$ cat config.mk
export PLATFORM = sky130hd
export DESIGN_NAME = pc_next_reg
export DESIGN_NICKNAME = d
export VERILOG_FILES = /design/src/rtl/pc_next_reg.sv
export SDC_FILE = /design/constraint.sdc
export NUM_CORES = 1
export LEC_CHECK = 0
export CORE_ASPECT_RATIO = 0.9
export CORE_MARGIN = 2
export CORE_UTILIZATION = 44
export DETAILED_ROUTE_END_ITERATION = 8
export GPL_TIMING_DRIVEN = 0
export PLACE_DENSITY = 0.83
export SYNTH_ARGS = -nofsm -noshare
export SYNTH_HDL_FRONTEND = slang
export SYNTH_SLANG_ARGS = --single-unit
$ cat constraint.sdc
create_clock -name clk -period 2.3 [get_ports clk]
set_input_delay 0.23 -clock clk [delete_from_list [all_inputs] [get_ports clk]]
set_output_delay 0.23 -clock clk [all_outputs]
set_load 0.005 [all_outputs]
$ cat src/rtl/pc_next_reg.sv
// Program-counter register with a next-PC selector: sequential increment or one of
// several redirect lanes, with a one-deep buffer for a redirect that arrives while stalled.
module pc_next_reg #(
    parameter int WIDTH    = 8,
    parameter int NUM_SRC  = 4,
    parameter int SEL_W    = 2,
    parameter int RESET_PC = 0,
    parameter int INC      = 1
) (
    input  logic                     clk,
    input  logic                     rst,
    input  logic                     stall,
    input  logic                     redir_valid,
    output logic                     redir_ready,
    input  logic [SEL_W-1:0]         redir_sel,
    input  logic [NUM_SRC*WIDTH-1:0] src_bus,
    output logic [WIDTH-1:0]         pc,
    output logic [WIDTH-1:0]         pc_plus,
    output logic                     redirected,
    output logic                     pc_wrap,
    output logic                     sel_err
);

    localparam logic [WIDTH-1:0] RESET_PC_W  = WIDTH'(RESET_PC);
    localparam logic [WIDTH-1:0] INC_W       = WIDTH'(INC);
    localparam logic [SEL_W:0]   NUM_SRC_W   = (SEL_W+1)'(NUM_SRC);

    logic             pend_valid;
    logic [WIDTH-1:0] pend_addr;
    logic [WIDTH:0]   sum;
    logic [WIDTH-1:0] target;
    logic             accept;
    logic             sel_ok;
    logic             unused_lane0;

    // Handshake: a request transfers only in a cycle where redir_valid and redir_ready
    // are both high; redir_ready depends on buffer state alone, never on redir_valid.
    assign redir_ready  = ~pend_valid;
    assign accept       = redir_valid & redir_ready;
    assign sel_ok       = (redir_sel != '0) && ({1'b0, redir_sel} < NUM_SRC_W);
    assign sum          = {1'b0, pc} + {1'b0, INC_W};
    assign pc_plus      = sum[WIDTH-1:0];
    assign unused_lane0 = ^src_bus[WIDTH-1:0];

    always_comb begin
        target = '0;
        for (int k = 1; k < NUM_SRC; k++) begin
            if (redir_sel == SEL_W'(k)) begin
                target = src_bus[k*WIDTH +: WIDTH];
            end
        end
    end

    always_ff @(posedge clk) begin
        if (rst) begin
            pc         <= RESET_PC_W;
            pend_valid <= 1'b0;
            pend_addr  <= '0;
            redirected <= 1'b0;
            pc_wrap    <= 1'b0;
            sel_err    <= 1'b0;
        end else begin
            redirected <= 1'b0;
            pc_wrap    <= 1'b0;
            sel_err    <= accept & ~sel_ok;
            if (!stall) begin
                if (pend_valid) begin
                    pc         <= pend_addr;
                    pend_valid <= 1'b0;
                    redirected <= 1'b1;
                end else if (accept && sel_ok) begin
                    pc         <= target;
                    redirected <= 1'b1;
                end else begin
                    pc      <= sum[WIDTH-1:0];
                    pc_wrap <= sum[WIDTH];
                end
            end else if (accept && sel_ok) begin
                // Lane is sampled now; later src_bus changes must not reach pend_addr.
                pend_addr  <= target;
                pend_valid <= 1'b1;
            end
        end
    end

endmodule
# ---- Word level (Yosys, flattened, before mapping)
# Cells that the tools add are included.
dict set report totals {
  elab_cells 28
  regBits 20
  input_bits 38
}
dict set report classes {
  n_reduce_logical 6
  n_mux 7
  addsub 1
  n_eq_ne 3
  bitwise_logic 5
}
# cell n
set op_table {}
lappend op_table {{$mux 8} 5}
lappend op_table {{$add 8x1->9 const B} 1}
lappend op_table {{$eq 2x2->1 const B} 2}
lappend op_table {{$reduce_or 2->1} 2}
lappend op_table {{$reduce_or 4->1} 1}
lappend op_table {{$not 1->1} 3}
lappend op_table {{$and 1x1->1} 2}
lappend op_table {{$eq 2x1->1 const B} 1}
lappend op_table {{$mux 1} 2}
lappend op_table {{$reduce_and 2->1} 1}
lappend op_table {{$reduce_bool 2->1} 1}
lappend op_table {{$logic_and 1x1->1} 1}

# ---- Longest topological paths before layout
dict set report depth {
  word_depth 6
  mapped_depth 6
  depth_no_buf 5
}

# ---- Worst setup path after synthesis
# Ideal clock, no wire load.
dict set report synth_path {
  kind {register to output}
  from {reg pc[2]}
  to {out pc_plus[7]}
  required_ns 2.070
  path_buffers 1
  arrival_time_ns 1.278
  path_stages_with_launch 5
  setup_slack_ns 0.792
  cell_sequence {dfxtp_1 > nand4_1 > or3_1 > xnor2_1 > buf_4}
}
dict set report synth_via {
  elab_chain_cells 1
}
# element line
set synth_lines {}
lappend synth_lines {{from (decl)} 17} ;# output logic [WIDTH-1:0] pc,
lappend synth_lines {{from (signal assigned)} 68} ;# pc <= pend_addr;
lappend synth_lines {{from (signal assigned)} 72} ;# pc <= target;
lappend synth_lines {{from (signal assigned)} 75} ;# pc <= sum[WIDTH-1:0];
lappend synth_lines {{$add 8x1->9} 41} ;# assign sum = {1'b0, pc} + {1'b0, INC_W};
lappend synth_lines {{to (decl)} 18} ;# output logic [WIDTH-1:0] pc_plus,
# Every way passes these cells.

# ---- Worst setup path in the final report
dict set report layout_path {
  from {reg pc[4]}
  to {out pc_plus[6]}
}
# Same word-level chain as after synthesis.

==> flow_summary.json <==
{
  "post-route-util_pct": 68.2,
  "core_area_um2": 2770,
  "portBuffers": 47,
  "placed_cells": 238,
  "grt_max_degree": 12,
  "design.portCount": 58,
  "slew_viol_final": 0,
  "synth_seq_cells": 20,
  "dr.pass1.iters": 5,
  "syn_inst": 151,
  "ff2ff_setup_slack_ns": 0.83,
  "synth_top_area_cell": "dfxtp_1",
  "die_w_um": 60.9,
  "initial_core_util_pct": 46.3,
  "detail-route-antenna-nets": 0,
  "criticalPathCategory": "reg2out",
  "grt_util_all_layers_pct": 20.8,
  "clkLatencyLatePin_ns": 0.31,
  "skew_ns": 0.000952,
  "cp-end-kind": "output port",
  "antenna_found_initial": 0,
  "viasPerCell": 5.38,
  "setup_viol": 0,
  "hold_viol_final": 0,
  "syn_nets": 190,
  "p_per_area_nw_per_um2": 449,
  "critPathMaxFanout": 5,
  "dieHeight_um": 55.2,
  "routed_wl_mm": 3.34,
  "hold_ws_ns": 0.367,
  "final_cell_area_um2": 1890,
  "placed_area_um2": 1800,
  "syn-cell-area_um2": 1280,
  "insertedDiodeCount": 0,
  "drive_above_1_share_pct": 22.9,
  "relSlewSlack_pct": 68.7,
  "cp.arrival_ns": 2.00,
  "globalplace.congestion": 0.824,
  "area_growth_pct": 47.2,
  "holdBufCountCts": 0,
  "ir_drop_mv": 0.237,
  "start_kind": "flop",
  "grt_pass1_vias": 1195,
  "yosys-top-cells-area": "dfxtp_1 (31%), buf_4 (5.9%), a21oi_1 (5.1%)",
  "cts_sinks": 20,
  "worstSetupEndpoint": "pc_plus[6]",
  "cts_buffer_depth": 2,
  "grt_pass1_wl_mm": 5.38,
  "min_path_type": "in2reg",
  "leakagePower_nw": 0.692,
  "instances_no_fill": 245,
  "reg2regPathDepth": 6,
  "max_slew.worst_pin.slew_ns": 0.469,
  "wl_per_cell_um": 13.6,
  "worstReg2RegStart": "pc[4]$_SDFFE_PP0N_",
  "finalCritPeriodShare_pct": 96.9,
  "drc_errors": 0,
  "outcome": "finished, final reports clean",
  "reg2reg_to": "pc[7]$_SDFFE_PP0N_",
  "cts_buffers": 3,
  "dp_hpwl_mm": 2.59,
  "cts-root-buf": "clkbuf_4",
  "vias": 1318,
  "grt_overflow": 0,
  "finalNetCount": 245,
  "drt_iter0_drc": 57,
  "clk_pin_slew_ns": 0.11,
  "yosysTopAreaCellShare_pct": 31.2,
  "critical_path_required_ns": 2.07,
  "synthDistinctLibCells": 42,
  "cap_violations": 0,
  "cts_tree": "done",
  "die_area_um2": 3360,
  "synth_warnings": 0,
  "cp-startpoint": "pc[4]$_SDFFE_PP0N_",
  "synth-seq-area-share_pct": 31.2,
  "clock.fmax_ghz": 0.449,
  "row_count": 18,
  "htree_levels": 1,
  "syn_avg_cell_area_um2": 8.49,
  "min_period_ns": 2.23
}
## state kept, by name, indices dropped and copies added, names as in the netlist
register	cells
redirected	1
pend_addr	8
sel_err	1
pend_valid	1
pc_wrap	1
pc	8
## worst max-delay path, stage by stage, from the launching register on
cell,delay [ns]
dfxtp_4,0.39
nand4_1,0.14
buf_4,0.17
or2_2,0.29
nand2_1,0.07
o21ai_0,0.07
buf_4,0.13
clkdlybuf4s50_1,0.43
## cell families after synthesis
family	count (synthesis)	share of synthesized area [%]
and+or+nand+nor	47	19.2
AOI/OAI and AO/OA	41	25.0
buffers and inverters	29	12.3
DFF	20	31.2
muxes	8	7.90
xor gates and xnor gates	5	3.41
adders and majority gates	1	0.975
## Yosys cell counts (all sizes together)
library cell  count
nand2b            3
buf              15
nor2              8
o211ai            1
a21o              1
o32ai             3
o41ai             1
nor3b             1
a22oi             1
nand4             2
inv              10
a311oi            1
or3               1
nor3              6
o21ai             1
or2               5
ha                1
nand3             7
o21a              1
a221oi            9
a21oi            13
a22o              7
nor4              2
mux2              8
nor2b             1
and3              1
dfxtp            20
nand2            10
clkbuf            4
xor2              1
a31oi             1
xnor2             4
a222oi            1
## stage by stage
step	worst slack, ns	setup TNS [ns]	total power (W)
2_1_floorplan	0.792	0	0.000525
6_report	0.0723	0	0.000849
3_5_place_dp	0.172	0	0.000645
3_3_place_gp	0.206	0	0.000637
4_1_cts	0.0105	0	0.000854
5_1_grt	-0.00802	-0.00813	0.000893
## cell type report
class / instances / area (um2)
sequential: 20 / 419
clock buffer: 4 / 36.3
fill: 236 / 882
inverter: 10 / 37.5
buffer: 19 / 120
tap: 40 / 50.0
timing repair buffer: 50 / 493
multi-input combinational: 102 / 732
## worst min path at each step
stage | start | to | cells after the start
6_report | rst | pc[0]$_SDFFE_PP0N_ | 2
5_1_grt | rst | pc[0]$_SDFFE_PP0N_ | 2
4_1_cts | rst | pc[0]$_SDFFE_PP0N_ | 2
3_5_place_dp | pend_addr[2]$_SDFFE_PP0P_ | pend_addr[2]$_SDFFE_PP0P_ | 2
3_3_place_gp | pend_addr[2]$_SDFFE_PP0P_ | pend_addr[2]$_SDFFE_PP0P_ | 2
2_1_floorplan | pend_addr[7]$_SDFFE_PP0P_ | pend_addr[7]$_SDFFE_PP0P_ | 2
## placed cells by master, fill, tap and decap left out, drive strengths merged, types with 2 or more instances in the layout
| cell type | netlist | final |
|---|---|---|
| inv | 10 | 10 |
| a221oi | 9 | 9 |
| buf | 15 | 18 |
| xnor2 | 4 | 4 |
| clkdlybuf4s50 | 0 | 47 |
| nand2 | 10 | 10 |
| mux2 | 8 | 8 |
| clkbuf | 4 | 8 |
| nor3 | 6 | 6 |
| nand2b | 3 | 3 |
| nor2 | 8 | 8 |
| dfxtp | 20 | 20 |
| nand3 | 7 | 7 |
| nor4 | 2 | 2 |
| or2 | 5 | 5 |
| nand4 | 2 | 2 |
| a21oi | 13 | 13 |
| o32ai | 3 | 3 |
| a22o | 7 | 7 |
## per-layer routing
layer / share of wire (%) / global-route usage [%]
met5: 0 / 0
met4: 1.6 / 7.45
met3: 8.7 / 3.28
met2: 47 / 33.2
met1: 43 / 27.9
## report_power, final
part | total [W] | leakage, nW | internal [W] | switching [W]
combinational | 0.000256 | 0.504 | 0.000154 | 0.000103
clock | 0.000208 | 0.0210 | 0.0000968 | 0.000111
sequential | 0.000384 | 0.168 | 0.000365 | 0.0000191
## timing repair
item,in CTS,in global routing
pin swaps,1,0
gates resized for setup,4,9
endpoints found under the setup margin,2,3
setup buffers,2,1
(Power assumes the default switching activity.)
==> patch 1, RTL diff (same flow settings) <==
Set the parameter `SEL_W` to 3 (it was 2).
--- a/src/rtl/pc_next_reg.sv
+++ b/src/rtl/pc_next_reg.sv
@@ -4,5 +4,5 @@
     parameter int WIDTH    = 8,
     parameter int NUM_SRC  = 4,
-    parameter int SEL_W    = 2,
+    parameter int SEL_W    = 3,
     parameter int RESET_PC = 0,
     parameter int INC      = 1
Ports: changed (resized redir_sel); port bits go from 58 to 59. The function was not compared with the original's and may differ.
==> patch 1 against the unedited design <==
Sequential cell count stayed put. Count of clock-buffer cells in the layout down 1. Setup slack gained 0.049 ns. Synthesized area increased by 2.6%. Utilization grew 0.62 points. Critical path depth down 2. Synthesized cell count rose by 1.3%. Routed wire length increased by 3.1%. Via count up 0.46%. Cell area rose by 1.7%. Global-route usage is 1.4 points higher. Total power increased by 5.1%. Sequential share of layout area down 1.0 points. Clock skew increased by 0.0046 ns. Largest power group unchanged. Highest routed layer unchanged.
==> patch 1: results (changes against the unedited design) <==
The tools report the total wire length after detailed routing as 3.44 mm (was 3.34 mm). The worst-case setup slack after placement is 0.328 ns (was 0.172 ns), and the largest fanout of any net on the critical path is 4 (was 5). The via count is 1324 (was 1318), and the buffering overhead is 31.4% (was 32.5%).

The number of buffers inserted by port buffering came out at 49 (was 47). Number of unique standard cell types used by synthesis: 45 (was 42). The fill cell instance count of the final layout was 244 (was 236). The logs give 1.47 mm (was 1.44 mm) for the routed metal-1 wire length and 0.914 (was 0.824) for the weighted congestion reported at the end of routability-driven placement. The number of multi-input combinational cells in the layout is 107 (was 102). The adder-cell area share of the yosys netlist is 0.951% (was 0.976%). The detailed-routing iteration count for the pre-antenna-repair pass was 4 (was 5). For the largest net degree at the start of global routing, the log shows 13 (was 12). The relative max-transition margin was 67.0% (was 68.7%); the count of clock-net buffers in the final layout was 3 (was 4). The met2 track demand over resource was 34.7% (was 33.2%).

Proportion of synthesized area in mux cells: 11.6% (was 7.90%). For the static leakage, the log shows 0.721 nW (was 0.692 nW). The global routing usage on met1 was 30.1% (was 27.9%). Count of plain and timing-repair buffers in the layout: 66 (was 69). The run finished with clean final reports. The placeable core region is 0.00279 mm² (was 0.00277 mm²). Main area contributors after synthesis: sky130_fd_sc_hd__dfxtp_1 30%, sky130_fd_sc_hd__mux2i_1 9.9%, sky130_fd_sc_hd__buf_4 4.6% (was sky130_fd_sc_hd__dfxtp_1 31%, sky130_fd_sc_hd__buf_4 5.9%, sky130_fd_sc_hd__a21oi_1 5.1%). The global routing usage on met3 was 3.72% (was 3.28%).
patch 1: changes by cell type after synthesis, moves of 3 or more:
cell	before	now
sky130_fd_sc_hd__a221oi_1	6	3
sky130_fd_sc_hd__a22o_1	7	2
sky130_fd_sc_hd__o32ai_1	3	0
sky130_fd_sc_hd__nor2_1	5	12
sky130_fd_sc_hd__mux2i_1	0	13
sky130_fd_sc_hd__a21oi_1	13	5
sky130_fd_sc_hd__or2_2	4	0
sky130_fd_sc_hd__a211oi_1	0	3
sky130_fd_sc_hd__mux2_4	3	0
patch 1: worst paths after layout:
check / startpoint / to / slack [ns] / cells after the start
setup / recovery: pc[5]$_SDFFE_PP0N_ / pc_plus[7] / 0.12 / 5
hold reg to reg: pc[6]$_SDFFE_PP0N_ / pc_wrap$_SDFF_PP0_ / 0.50 / 2
setup reg to reg: pend_valid$_SDFFE_PP0P_ / pc[2]$_SDFFE_PP0N_ / 0.75 / 4
hold / removal: redir_sel[1] / sel_err$_SDFF_PP0_ / 0.34 / 3
==> patch 2, RTL diff (same flow settings) <==
Made on the original files. Remove the register `sel_err`: a continuous assignment takes its place, so the output `sel_err` follows one clock earlier.
--- a/src/rtl/pc_next_reg.sv
+++ b/src/rtl/pc_next_reg.sv
@@ -59,9 +59,7 @@
             redirected <= 1'b0;
             pc_wrap    <= 1'b0;
-            sel_err    <= 1'b0;
         end else begin
             redirected <= 1'b0;
             pc_wrap    <= 1'b0;
-            sel_err    <= accept & ~sel_ok;
             if (!stall) begin
                 if (pend_valid) begin
@@ -84,3 +82,5 @@
     end
 
+    assign sel_err = accept & ~sel_ok;
+
 endmodule
Behaviour: not the same (Yosys sat finds a counterexample within 4 cycles, from zero or initial values and one cycle with rst high).
==> patch 2 against the unedited design <==
Total power down 5.2%. Via count shrank 1.4%. Hold slack got worse by 0.037 ns. Clock skew hardly changed. Sequential cell count shrank 1. Synthesized area shrank 2.0%. Setup slack improved by 0.0067 ns. Cell area increased by 0.99%. Die area down 1.9%. Sequential power down 5%. Routed wire length shrank 0.66%. Critical path depth is 2 lower. Critical path type unchanged. Highest routed layer unchanged.
==> patch 2: results (changes against the unedited design) <==
The worst-case setup slack after placement came out at 0.111 ns (was 0.172 ns). The weighted congestion reported at the end of routability-driven placement was 0.801 (was 0.824). The number of setup buffers added after CTS is 1 (was 2). The largest net degree at the start of global routing is 11 (was 12), and the fraction of the mapped netlist area in compound gates is 25.0% (about the same). The DRC violation total after the first TritonRoute iteration was 43 (was 57); the parity-gate share of the synthesized area counting xor and xnor cells was 3.49% (was 3.41%). The logs give 237 (was 238) for the instance count after placement with tap cells included and 1222 (was 1195) for the number of global-route vias before repair. Main area contributors after synthesis: sky130_fd_sc_hd__dfxtp_1 30%, sky130_fd_sc_hd__buf_4 5.4%, sky130_fd_sc_hd__a21oi_1 5.2% (was sky130_fd_sc_hd__dfxtp_1 31%, sky130_fd_sc_hd__buf_4 5.9%, sky130_fd_sc_hd__a21oi_1 5.1%).

The run gives 0.000547 ns (was 0.000952 ns) as the largest clock skew in the final design. The via count came out at 1299 (was 1318). The post-synthesis sequential area ratio was 30.3% (was 31.2%). For the HPWL reported at the end of detailed placement, the log shows 2.62 mm (was 2.59 mm). Most numerous cell types in the synthesized netlist: 19 x sky130_fd_sc_hd__dfxtp_1, 13 x sky130_fd_sc_hd__a21oi_1, 10 x sky130_fd_sc_hd__inv_1, 10 x sky130_fd_sc_hd__nand2_1, 9 x sky130_fd_sc_hd__buf_4 (was 20 x sky130_fd_sc_hd__dfxtp_1, 13 x sky130_fd_sc_hd__a21oi_1, 10 x sky130_fd_sc_hd__buf_4, 10 x sky130_fd_sc_hd__inv_1, 10 x sky130_fd_sc_hd__nand2_1). The largest fanout of any net on the critical path is 6 (was 5), and the power attributed to the clock group is 169 µW (was 208 µW).

The run finished with clean final reports. The tools report the relative max-transition margin as 69.5% (was 68.7%). The static leakage came out at 0.723 nW (was 0.692 nW). The first-pass GRT wire length was 5.36 mm (was 5.38 mm); the share of the synthesized area in the top cell type was 30.3% (was 31.2%).

The ratio of routed vias to standard cells is 5.24 (was 5.38), and the synthesized instance count is 149 (was 151). The net count of the finished layout came out at 248 (was 245). Average detailed-routed wire length per instance: 13.4 µm (was 13.6 µm). The net count of the mapped netlist is 188 (was 190).
## patch 2: cell types whose count changed after synthesis, sizes merged
cell and delta:
or2 -1, or3b +1, nand4 -1, clkbuf +1, buf -1, dfxtp -1
## patch 2: layout make-up
type / instances / area [µm²]
fill: 228 / 818
sequential: 19 / 402
inverter: 10 / 37.5
multi-input combinational: 101 / 732
timing repair buffer: 55 / 536
tap: 40 / 50.0
buffer: 19 / 124
clock buffer: 4 / 26.3
## patch 2: logic make-up after synthesis
family / after synthesis
AND/OR/NAND/NOR: 46
XOR/XNOR: 5
multiplexers: 8
buffers and inverters: 29
flip-flops: 19
adder cells (fa/ha/maj): 1
AO/OA/AOI/OAI: 41
## patch 2: worst reg2reg max path: stages, from the launching register on
cell and delay [ns]:
sky130_fd_sc_hd__dfxtp_1 0.36, sky130_fd_sc_hd__nand2b_1 0.23, sky130_fd_sc_hd__or3b_1 0.37, sky130_fd_sc_hd__clkbuf_1 0.19
sky130_fd_sc_hd__nor2_1 0.15, sky130_fd_sc_hd__nor3_1 0.05
## patch 2: metal layers
metal,track usage (%),vias up,part of all wire [%]
met5,0,-,0
met4,8.52,0,0.91
met3,5.44,4,7.2
met2,36.2,58,47
met1,26.6,578,45
li1,-,659,-
## patch 2: path summary, 6_finish.rpt
check,start,end,slack [ns],depth (start not counted)
setup / recovery,pc[2]$_SDFFE_PP0N_,pc_plus[7],0.08,5
hold / removal,rst,pc[3]$_SDFFE_PP0N_,0.33,2
setup reg to reg,pend_valid$_SDFFE_PP0P_,pend_addr[5]$_SDFFE_PP0P_,0.84,5
hold reg to reg,pend_addr[2]$_SDFFE_PP0P_,pend_addr[2]$_SDFFE_PP0P_,0.48,2
